[config.mk]
export PLATFORM = sky130hd
export DESIGN_NAME = imem_loader
export DESIGN_NICKNAME = d
export VERILOG_FILES = /design/src/rtl/loader_pkg.sv /design/src/rtl/word_assembler_32.sv /design/src/rtl/imem_loader.sv
export SDC_FILE = /design/constraint.sdc
export NUM_CORES = 1
export LEC_CHECK = 0
export CAP_MARGIN = 20
export CORE_MARGIN = 10
export CORE_UTILIZATION = 53
export DETAILED_ROUTE_END_ITERATION = 16
export GPL_ROUTABILITY_DRIVEN = 0
export GPL_TIMING_DRIVEN = 0
export PLACE_DENSITY = 0.8
export SLEW_MARGIN = 20
export SYNTH_ARGS = -nofsm -noshare
export SYNTH_HDL_FRONTEND = slang
export SYNTH_SLANG_ARGS = --single-unit
[constraint.sdc]
create_clock -name clock -period 3.8 [get_ports clock]
set_input_delay 1.14 -clock clock [delete_from_list [all_inputs] [get_ports clock]]
set_output_delay 1.14 -clock clock [all_outputs]
set_load 0.05 [all_outputs]
[src/rtl/loader_pkg.sv]
// loader_pkg: shared FSM encoding and stream framing constants for the instruction-memory loader
package loader_pkg;
  typedef enum logic [2:0] {
    S_IDLE,
    S_LEN_HI,
    S_LEN_LO,
    S_DATA,
    S_DONE,
    S_ERROR
  } state_t;
  localparam int HDR_BYTES = 2;
  localparam int WORD_BYTES = 4;
  localparam int CNT_W = 16;
endpackage

[src/rtl/word_assembler_32.sv]
// word_assembler_32: packs four big-endian stream bytes into one 32-bit word
module word_assembler_32
  import loader_pkg::*;
(
  input  logic        clock,
  input  logic        reset_n,
  input  logic        clear,
  input  logic [7:0]  byte_in,
  input  logic        byte_en,
  output logic [31:0] word_out,
  output logic        word_done
);
  logic [23:0] sr;
  logic [1:0]  cnt;
  // The 4th byte completes the word combinationally so the top can register it on the same edge
  assign word_out  = {sr, byte_in};
  assign word_done = byte_en && cnt == 2'(WORD_BYTES - 1);
  // Shift earlier bytes toward the MSB and count bytes within the current word
  always_ff @(posedge clock or negedge reset_n) begin
    if (!reset_n) begin
      sr  <= '0;
      cnt <= '0;
    end else if (clear) begin
      sr  <= '0;
      cnt <= '0;
    end else if (byte_en) begin
      sr  <= {sr[15:0], byte_in};
      cnt <= cnt + 2'd1;
    end
  end
endmodule

[src/rtl/imem_loader.sv]
// imem_loader: loads a length-prefixed big-endian byte stream into instruction memory, then releases the core
module imem_loader
  import loader_pkg::*;
#(
  parameter int          depth_words  = 256,
  parameter logic [31:0] base_address = 32'h0000_0000
) (
  input  logic             clock,
  input  logic             reset_n,
  input  logic             start,
  input  logic [7:0]       in_data,
  input  logic             in_valid,
  output logic             in_ready,
  output logic             mem_write_enabled,
  output logic [31:0]      mem_address,
  output logic [31:0]      mem_data,
  output logic             cpu_run,
  output logic             busy,
  output logic             err_length,
  output logic [CNT_W-1:0] words_loaded
);
  state_t      state;
  logic [15:0] len;
  logic [15:0] len_n;
  logic [31:0] word;
  logic        word_done;
  logic        accept;
  logic        restart;
  assign accept  = in_valid && in_ready;
  assign restart = start && !busy;
  assign len_n   = {len[15:8], in_data};
  word_assembler_32 u_asm (
    .clock    (clock),
    .reset_n  (reset_n),
    .clear    (restart),
    .byte_in  (in_data),
    .byte_en  (accept && state == S_DATA),
    .word_out (word),
    .word_done(word_done)
  );
  // Loader FSM with registered handshake, status and memory-write outputs
  always_ff @(posedge clock or negedge reset_n) begin
    if (!reset_n) begin
      state             <= S_IDLE;
      len               <= '0;
      in_ready          <= 1'b0;
      mem_write_enabled <= 1'b0;
      mem_address       <= '0;
      mem_data          <= '0;
      cpu_run           <= 1'b0;
      busy              <= 1'b0;
      err_length        <= 1'b0;
      words_loaded      <= '0;
    end else begin
      mem_write_enabled <= 1'b0;
      case (state)
        S_IDLE, S_DONE, S_ERROR: begin
          cpu_run <= state == S_DONE && !start;
          if (start) begin
            state        <= S_LEN_HI;
            in_ready     <= 1'b1;
            busy         <= 1'b1;
            err_length   <= 1'b0;
            words_loaded <= '0;
          end
        end
        S_LEN_HI: if (accept) begin
          len[15:8] <= in_data;
          state     <= S_LEN_LO;
        end
        S_LEN_LO: if (accept) begin
          len <= len_n;
          if (len_n == 16'd0 || 32'(len_n) > 32'(depth_words)) begin
            state      <= len_n == 16'd0 ? S_DONE : S_ERROR;
            err_length <= len_n != 16'd0;
            in_ready   <= 1'b0;
            busy       <= 1'b0;
          end else begin
            state <= S_DATA;
          end
        end
        S_DATA: if (word_done) begin
          mem_write_enabled <= 1'b1;
          mem_data          <= word;
          mem_address       <= base_address + (32'(words_loaded) << 2);
          words_loaded      <= words_loaded + 16'd1;
          if (words_loaded + 16'd1 == len) begin
            state    <= S_DONE;
            in_ready <= 1'b0;
            busy     <= 1'b0;
          end
        end
        default: state <= S_IDLE;
      endcase
    end
  end
endmodule
==> summary.md <==
| Metric | Value |
|---|---|
| First-pass DRT Iterations | 5 |
| Switching power | 0.00122 W |
| Worst-skew pair later-pin latency | 0.52 ns |
| Relative slew slack | 0.382 |
| Initial DRC Count | 421 |
| Tmin final | 3.45 ns |
| Layout cells sized above 1 | 0.113 |
| Crit path launch | in_data[6] |
| DR vias/cell | 5.48 |
| Leak | 3.23 nW |
| Peak supply drop | 0.385 mV |
| Drt wl/cell | 16.9 um |
| CP Max Fanout | 5 |
| # H-tree levels | 4 |
| Period utilisation layout | 0.907 |
| Initial antenna violation count | 0 |
| CTS sink count | 113 |
| Setup violators final | 0 |
| Pwr dens | 548 nW/um2 |
| Area leader, netlist | dfrtp_1 |
| Nets | 714 |
| Cts hold-fix bufs | 0 |
| Post-synthesis sequential area ratio | 0.525 |
| Largest net degree at the start of global routing | 85 |
| Max-Cap Viols | 0 |
| Seq pwr share | 0.398 |
| CTS tree | built |
| Comb pwr share | 0.239 |
| Final setup margin | 0.352 ns |
| Commonest cells in the netlist | 210 x nand2_1, 113 x dfrtp_1, 47 x o21ai_0, 24 x nor2_1, 23 x clkbuf_1 |
| Switching portion of total power | 0.320 |
| Area delta synth->final | 29.0% |
| Vias in the first global route | 4652 |
| Layout Cells excl Fill | 844 |
| Critical path class | primary input to register |
| Placed Cells | 814 |
| IO Count | 97 |
| Avg Inst Size Synth | 9.20 um2 |
| Final hold viol count | 0 |
| Post-Syn Area | 5380 um2 |
| Starting Density | 0.548 |
| Synth async-reset ratio | 1.00 |
| First-pass GRT wire length | 23600 um |
| Top-count cell post-synth | nand2_1 |
| Pre-CTS setup slack | -0.0233 ns |
| Die area | 14600 um2 |
| Synth top area share | 0.525 |
| Total number of vias | 4629 |
| Total Power | 0.00380 W |
| Final Max Tran Viols | 0 |
| Most used DFF post-synth | dfrtp_1 |
| Int Power | 0.00259 W |
| Critical path endpoint category | register |
| DRC Markers | 0 |
| Cell count after synthesis | 585 |
| CTS Root Cell | clkbuf_8 |
| Total global routing overflow | 0 |
| Die Wd | 121 um |
| Status | finished clean |
| Number of synthesized flops with an enable pin | 0 |
| Row cnt | 36 |
| Post-CTS sizing | 0 |
| IO Port Bufs | 80 |
| Number of CTS-inserted buffers | 17 |
| Clock buffer depth | 2 |
| Worst r2r src | words_loaded[0] |
| Final Skew | 0.00608 ns |
| Clk slew on worst S/H paths | 0.06 ns |
| Count of different cell masters after synthesis | 61 |
| CORE AREA | 9820 um2 |
| Register bit total from synthesis | 113 |
| Post-DP HPWL | 10000 um |
| Inserted Diodes | 0 |
| Area contributors post-synth | dfrtp_1 53%, nand2_1 15%, o21ai_0 4.4% |
| Share of total power in the clock network | 0.363 |
| Syn. warnings | 0 |
| Fmax | 290 MHz |
| WL final | 14200 um |
| Hold Path Origin | mem_data[28] |
| CP arrival | 3.81 ns |
| Die Y | 121 um |
| Tightest Hold Check Type | register to register |
| Worst-Margin Slew | 0.914 ns |
| RSZ-0062 raised after global routing | false |
| ANT nets after route | 0 |
| Post-CTS setup buffer count | 0 |
| All-layer global routing usage | 0.200 |
| Startpoint Class | primary input |
| Worst path required time | 4.16 ns |
## power groups by stage
| stage | combinational (W) | sequential, W | clock, W |
|---|---|---|---|
| floorplan | 0.000545 | 0.00160 | 0 |
| global placement | 0.000852 | 0.00152 | 0 |
| detailed placement | 0.000890 | 0.00153 | 0 |
| CTS | 0.000901 | 0.00151 | 0.00139 |
| global route | 0.000987 | 0.00154 | 0.00145 |
| finish | 0.000909 | 0.00151 | 0.00138 |
## kinds of logic after synthesis
family          after synthesis  share of synthesized area
xor+xnor                     21                     0.0342
flops                       113                      0.525
mux                          19                     0.0391
compound gates               84                     0.0951
other cells                   1                   0.000697
fa+ha+maj                     2                    0.00465
buf+inv                      57                     0.0621
simple gates                288                      0.239
## sequential cells by signal (all words and copies together), names as in the netlist
name / count
mem_data: 32
err_length: 1
mem_address: 16
state: 3
u_asm.cnt: 2
u_asm.sr: 24
busy: 1
cpu_run: 1
words_loaded: 16
mem_write_enabled: 1
len: 16
## path summary, 6_finish.rpt
check | end | slack [ns] | cells after the start
worst max-delay path | state[2] | 0.35 | 7
worst min-delay path | mem_data[28] | 0.47 | 2
worst max register to register | busy | 0.85 | 7
worst min register to register | mem_data[28] | 0.47 | 2
max in group asynchronous | len[13] | 2.61 | 2
min in group asynchronous | state[0] | 0.49 | 1
## through the flow
| stage | utilization | TNS, ns | area [um2] | hold WS (ns) |
|---|---|---|---|---|
| CTS | 0.707 | 0 | 6940 | 0.471 |
| global route | 0.707 | 0 | 6940 | 0.492 |
| global placement | 0.652 | -290.17 | 6400 | 0.456 |
| detailed placement | 0.655 | -0.0492 | 6430 | 0.457 |
| floorplan | - | 0 | 5440 | 0.439 |
| finish | 0.707 | 0 | 6940 | 0.471 |
## layout make-up
class / instances / area (um2)
fillers: 755 / 2880
flip-flops and latches: 113 / 2830
multi-input cells: 430 / 2280
repair buffers: 81 / 830
clock buffers: 23 / 447
plain buffers: 50 / 308
well taps: 133 / 166
clock inverters: 7 / 62.6
inverters: 7 / 26.3
## layout by cell type (no fill, tap or decap), types with 4 or more instances in the layout
cell | Yosys | layout
nand2_1 | 210 | 210
dfrtp_1 | 113 | 113
clkdlybuf4s50_1 | 0 | 79
o21ai_0 | 47 | 47
clkbuf_1 | 23 | 28
nor2_1 | 24 | 24
buf_4 | 19 | 19
mux2_2 | 16 | 16
conb_1 | 1 | 16
clkbuf_16 | 0 | 16
xnor2_1 | 14 | 14
a21oi_1 | 9 | 9
nand3_1 | 8 | 8
nor4_1 | 7 | 7
xor2_1 | 7 | 7
clkbuf_8 | 4 | 6
inv_1 | 6 | 6
nor3_1 | 6 | 6
o31ai_1 | 6 | 6
clkinv_2 | 0 | 5
nand4_1 | 4 | 4
## per-layer routing
metal / track usage / up-vias / share of wire / routed length (um)
li1: - / 2155 / - / -
met1: 0.247 / 2193 / 0.42 / 5920
met2: 0.306 / 254 / 0.47 / 6630
met3: 0.0740 / 27 / 0.099 / 1410
met4: 0.0958 / 0 / 0.019 / 269
met5: 0 / - / 0 / 0
## worst max-delay path, cell delays in order
cell and delay [ns]:
clkdlybuf4s50_1 0.54, nor4_1 0.57, a21oi_1 0.19, o41ai_1 0.83, o21ba_1 0.24, or4b_4 0.21
o211ai_1 0.08
Power figures use the tool's default switching activity.
